--- config.mk ---
export PLATFORM = sky130hd
export DESIGN_NAME = pb_debounce_flat
export DESIGN_NICKNAME = d
export VERILOG_FILES = /design/src/rtl/pb_debounce_if.sv /design/src/rtl/pb_debounce.sv /design/src/flat_wrapper.sv
export SDC_FILE = /design/constraint.sdc
export NUM_CORES = 1
export LEC_CHECK = 0
export BUFFER_PORTS_ARGS = -buffer_cell sky130_fd_sc_hd__buf_2
export CORE_AREA = 5 5 120 122
export DETAILED_ROUTE_END_ITERATION = 12
export DIE_AREA = 0 0 125 127
export PLACE_DENSITY = 0.71
export SYNTH_ARGS = -nofsm -noshare
export SYNTH_HDL_FRONTEND = slang
export SYNTH_SLANG_ARGS = --single-unit
export TNS_END_PERCENT = 5
--- constraint.sdc ---
create_clock -name clk -period 5.7 [get_ports clk]
set_clock_uncertainty 0.15 [all_clocks]
set_input_delay 0.285 -clock clk [delete_from_list [all_inputs] [get_ports clk]]
set_output_delay 0.285 -clock clk [all_outputs]
set_load 0.01 [all_outputs]
--- src/rtl/pb_debounce_if.sv ---
// pb_debounce_if: raw button levels in, debounced levels and edge strobes out.
// master = the block feeding raw levels / consuming results; slave = the debouncer.
interface pb_debounce_if #(
    parameter int WIDTH = 5
);
    logic [WIDTH-1:0] pb_in;
    logic [WIDTH-1:0] db_out;
    logic [WIDTH-1:0] db_rise;
    logic [WIDTH-1:0] db_fall;

    modport master (
        output pb_in,
        input  db_out,
        input  db_rise,
        input  db_fall
    );

    modport slave (
        input  pb_in,
        output db_out,
        output db_rise,
        output db_fall
    );
endinterface

--- src/rtl/pb_debounce.sv ---
// pb_debounce: per-bit two-flop synchronizer followed by an independent
// STABLE/CHECK debounce FSM and 20-bit stability counter for each bit.
// Optional feature macro: PB_DEBOUNCE_EDGE_EN -- when defined, registered
// one-cycle rise/fall strobes are built; otherwise db_rise/db_fall are tied 0.
module pb_debounce #(
    parameter int WIDTH    = 5,
    parameter int SIMULATE = 0
) (
    input logic               clk,
    input logic               reset,
    pb_debounce_if.slave      bus
);
    localparam int          DB_COUNT = (SIMULATE != 0) ? 4 : 1_000_000;
    localparam logic [19:0] CNT_LAST = 20'(DB_COUNT - 1);

    typedef enum logic {
        ST_STABLE = 1'b0,
        ST_CHECK  = 1'b1
    } state_t;

    logic [WIDTH-1:0] r_s1;
    logic [WIDTH-1:0] r_s2;
    logic [WIDTH-1:0] w_db;
    logic [WIDTH-1:0] w_rise;
    logic [WIDTH-1:0] w_fall;

    // Two-flop synchronizer; only r_s2 is seen by the debounce logic.
    always_ff @(posedge clk or posedge reset) begin
        if (reset) begin
            r_s1 <= '0;
            r_s2 <= '0;
        end else begin
            r_s1 <= bus.pb_in;
            r_s2 <= r_s1;
        end
    end

    for (genvar g = 0; g < WIDTH; g++) begin : g_bit
        state_t      r_state;
        state_t      w_state_nxt;
        logic [19:0] r_cnt;
        logic [19:0] w_cnt_nxt;
        logic        r_db;
        logic        w_diff;
        logic        w_take;

        assign w_diff = r_s2[g] ^ r_db;

        // Next-state/counter logic: a difference must survive DB_COUNT+1
        // consecutive samples; any sample matching db_out restarts the wait.
        always_comb begin
            w_state_nxt = r_state;
            w_cnt_nxt   = r_cnt;
            w_take      = 1'b0;
            case (r_state)
                ST_STABLE: begin
                    if (w_diff) begin
                        w_state_nxt = ST_CHECK;
                        w_cnt_nxt   = '0;
                    end
                end
                ST_CHECK: begin
                    if (!w_diff) begin
                        w_state_nxt = ST_STABLE;
                        w_cnt_nxt   = '0;
                    end else if (r_cnt == CNT_LAST) begin
                        w_take      = 1'b1;
                        w_state_nxt = ST_STABLE;
                        w_cnt_nxt   = '0;
                    end else begin
                        w_cnt_nxt   = r_cnt + 20'd1;
                    end
                end
                default: begin
                    w_state_nxt = ST_STABLE;
                    w_cnt_nxt   = '0;
                end
            endcase
        end

        // State, counter and debounced level registers.
        always_ff @(posedge clk or posedge reset) begin
            if (reset) begin
                r_state <= ST_STABLE;
                r_cnt   <= '0;
                r_db    <= 1'b0;
            end else begin
                r_state <= w_state_nxt;
                r_cnt   <= w_cnt_nxt;
                if (w_take) r_db <= r_s2[g];
            end
        end

        assign w_db[g] = r_db;

`ifdef PB_DEBOUNCE_EDGE_EN
        logic r_rise;
        logic r_fall;

        // Strobes are registered alongside r_db so they coincide with the level change.
        always_ff @(posedge clk or posedge reset) begin
            if (reset) begin
                r_rise <= 1'b0;
                r_fall <= 1'b0;
            end else begin
                r_rise <= w_take &  r_s2[g];
                r_fall <= w_take & ~r_s2[g];
            end
        end

        assign w_rise[g] = r_rise;
        assign w_fall[g] = r_fall;
`else
        assign w_rise[g] = 1'b0;
        assign w_fall[g] = 1'b0;
`endif
    end

    assign bus.db_out  = w_db;
    assign bus.db_rise = w_rise;
    assign bus.db_fall = w_fall;
endmodule

--- src/flat_wrapper.sv ---
// flat-port wrapper written by rule: the top's interface ports become plain ports
module pb_debounce_flat 
#(
    parameter int WIDTH    = 5,
    parameter int SIMULATE = 0
)
  (clk, reset, bus_pb_in, bus_db_out, bus_db_rise, bus_db_fall);
  pb_debounce_if #(.WIDTH(WIDTH)) bus_i ();
  input logic clk;
  input logic reset;
  input wire logic [$bits(bus_i.pb_in)-1:0] bus_pb_in;
  output wire logic [$bits(bus_i.db_out)-1:0] bus_db_out;
  output wire logic [$bits(bus_i.db_rise)-1:0] bus_db_rise;
  output wire logic [$bits(bus_i.db_fall)-1:0] bus_db_fall;
  assign bus_i.pb_in = bus_pb_in;
  assign bus_db_out = bus_i.db_out;
  assign bus_db_rise = bus_i.db_rise;
  assign bus_db_fall = bus_i.db_fall;
  pb_debounce #(.WIDTH(WIDTH), .SIMULATE(SIMULATE)) u_core (.clk(clk), .reset(reset), .bus(bus_i));
endmodule
==> flow_summary.yaml <==
route:
  drt-initial-drc-count: 372
  drcViolationCount: 0
  wl_per_cell_um: 14.89
  firstDrtPassIters: 5
  num_vias: 5222
  wirelength_mm: 12.98
  avgViaCountPerCell: 5.989
  final_antenna_net_count: 0
sta:
  worst_pin_slew_ps: 1250
  setup_violations: 0
  rsz0062_at_grt: "no"
  max_freq_mhz: 352.6
  setup_ws_ps: 2864
  slew_headroom_pct: 16.69
  hold_violations: 0
  finalSetupTns_ps: 0
  period_needed_ps: 2836
  fin_crit_sh_pct: 49.76
  drv_slew: 0
  whs_ps: 197.0
clock_network:
  insertion_delay_ps: 420
  cts_tree: "done"
  numCtsBuffers: 17
  cts_max_level: 4
  clock_sinks: 120
  clkSlewWorstSetupHoldPaths_ps: 50
  cts-root-buf: "clkbuf_16"
  clock_path_buffers: 2
die:
  dieArea_um2: 15880
  die_w_um: 125
  num_rows: 42
  core-area_um2: 13090
  die_y_um: 127
  start_util_pct: 49.39
  boundaryPins: 22
worst_setup_path:
  worstSetupPathType: "register to register"
  cp.required_ps: 5840
  reg2regPathDepth: 6
  r2r_start: "u_core.g_bit[2].r_cnt[0]"
  crit_fanout: 11
  cp.arrival_ps: 2980
  crit_path_start_kind: "register"
  cp-end-kind: "register"
  crit_start: "u_core.g_bit[2].r_cnt[0]"
final_layout:
  n_antenna_cell: 0
  finalNetCount: 696
  post-route-util_pct: 54.89
  final_area_um2: 7182
  layoutNonFillerInstCount: 872
  drive_above_1_share_pct: 11.21
  area_delta_synth_final_pct: 11.13
synth:
  synth-async-reset-ratio_pct: 100.0
  synth_xor_area_share_pct: 2.168
  synth-seq-area-share_pct: 46.47
  synth_seq_cells: 120
  synth-compound-area-share_pct: 18.86
  ys.flop_type: "dfrtp_1"
  synth_mux_area_share_pct: 1.530
  synth-simple-area-share_pct: 24.86
  synth_top_family_by_area: "simple AND/OR/NAND/NOR gates"
  yosys.area_share.adder_pct: 0.9681
  avgSynthCellArea_um2: 9.504
  syn-cell-area_um2: 6462
  syn_inst: 680
  ys_warn_count: 0
  synthDistinctLibCells: 64
  synth-edff-count: 0
grt:
  grt_overflow: 0
  grt_pass1_vias: 4939
  grt_max_degree: 73
  grt_pass1_wl_mm: 23.05
  antenna_found_initial: 0
  grt_util_all_layers_pct: 17.08
placement:
  hpwl_mm: 8.359
  io_buffer_count: 11
  routabilityCongestion: 0.8425
  placed_cells: 835
  post_dp_cell_area_um2: 6524
  dp_slack_ps: 2947
power:
  p_leak_nw: 3.122
  totalPowerFinal_mw: 2.072
  vdd_ir_drop_max_mv: 0.2113
  powerDensity_nw_per_um2: 288.5
run:
  cap_violations: 0
hold_path:
  hold_path_depth: 0
  min_path_type: "register to register"
  min_from: "u_core.r_s1[1]"
status:
  status: "complete, no violations"
==> critical path: stages (launching register included) <==
cell	delay (ps)
dfrtp_1	370
ha_1	190
and3_1	270
nand2_1	130
o311ai_1	990
o21ai_0	300
a22o_1	320
==> flip-flops by register name, summed over array words and instances, names as in the netlist <==
| signal | count |
|---|---|
| u_core.r_s1 | 5 |
| u_core.g_bit.r_state | 5 |
| u_core.r_s2 | 5 |
| u_core.g_bit.r_db | 5 |
| u_core.g_bit.r_cnt | 100 |
==> path summary, 6_finish.rpt <==
kind	slack, ps	end
min in group asynchronous	340	u_core.g_bit[0].r_cnt[12]
max	2860	u_core.g_bit[2].r_cnt[12]
min	200	u_core.r_s2[1]
max in group asynchronous	3740	u_core.g_bit[1].r_cnt[16]
max reg2reg	2860	u_core.g_bit[2].r_cnt[12]
min reg2reg	200	u_core.r_s2[1]
==> power by group <==
part	switching, mW	internal (mW)
clock network	0.369	0.717
registers	0.0184	0.871
logic	0.0670	0.0306
total	0.454	1.62
==> metal layers <==
| layer | share of wire, % | up-vias | track usage, % | wire (µm) |
|---|---|---|---|---|
| met5 | 0 | - | 0 | 0 |
| met4 | 1.6 | 0 | 6.059 | 213 |
| met3 | 3.2 | 23 | 3.965 | 415 |
| met2 | 48 | 103 | 27.52 | 6179 |
| met1 | 48 | 2574 | 22.82 | 6173 |
| li1 | - | 2522 | - | - |
==> cells in the final DEF, fill, tap and decap left out, types with 9 or more instances in the layout <==
cell and instances:
nand2_1 70, and3_1 22, a21o_1 13, nor2_1 41
a21oi_1 40, nand2b_1 9, buf_2 11, nand4_1 19
o21ai_0 32, a41oi_1 10, a31oi_1 48, conb_1 10
clkbuf_16 17, inv_1 14, xor2_1 10, nand3_1 45
dfrtp_1 120, nor3_1 14, a22o_1 21
==> final cells by class <==
class	instances	area [µm²]
Clock buffer	23	478.0
Clock inverter	8	120.1
Fill cell	1114	5903
Inverter	15	58.81
Multi-Input combinational cell	511	3172
Sequential cell	120	3003
Tap cell	176	220.2
Timing Repair Buffer	19	130.1
==> cell usage after synthesis, types with 4 or more instances <==
cell	instances	area share, %
or2b_1	5	0.58
xnor2_1	6	0.81
nor4_4	4	1.3
clkbuf_1	15	0.87
or3_1	4	0.39
xor2_1	10	1.4
buf_6	6	1.0
nand3_1	45	3.5
inv_1	15	0.87
buf_4	16	1.9
nand2_1	70	4.1
o21ai_0	32	2.5
buf_2	4	0.31
nor4_1	5	0.48
mux2_2	7	1.2
o211ai_1	5	0.58
a21o_1	13	1.5
a22o_1	21	2.8
nand4_1	19	1.8
a31oi_1	48	4.6
ha_1	5	0.97
nand2b_1	9	0.87
or4_1	4	0.46
nor3_1	14	1.1
and3_1	22	2.1
nor2_1	41	2.4
a21oi_1	42	3.3
dfrtp_1	120	46
nor4_2	4	0.77
or2_2	7	0.68
and2_1	7	0.68
a41oi_1	10	1.4
==> timing repair <==
| item | CTS | global route |
|---|---|---|
| setup endpoints to repair | 0 | 0 |
| resized for setup | 0 | 0 |
| setup buffers | 0 | 0 |
| endpoints found under the hold margin | 53 | 0 |
| hold buffers | 6 | 0 |
==> cells by family (layout without fill, tap and decap cells) <==
kind of cell / count (synthesis) / count (layout)
buf+inv: 58 / 65
simple gates: 284 / 284
flops: 120 / 120
mux: 9 / 9
xor+xnor: 16 / 16
other cells: 1 / 10
compound gates: 187 / 187
fa+ha+maj: 5 / 5
Power figures use the tool's default switching activity.
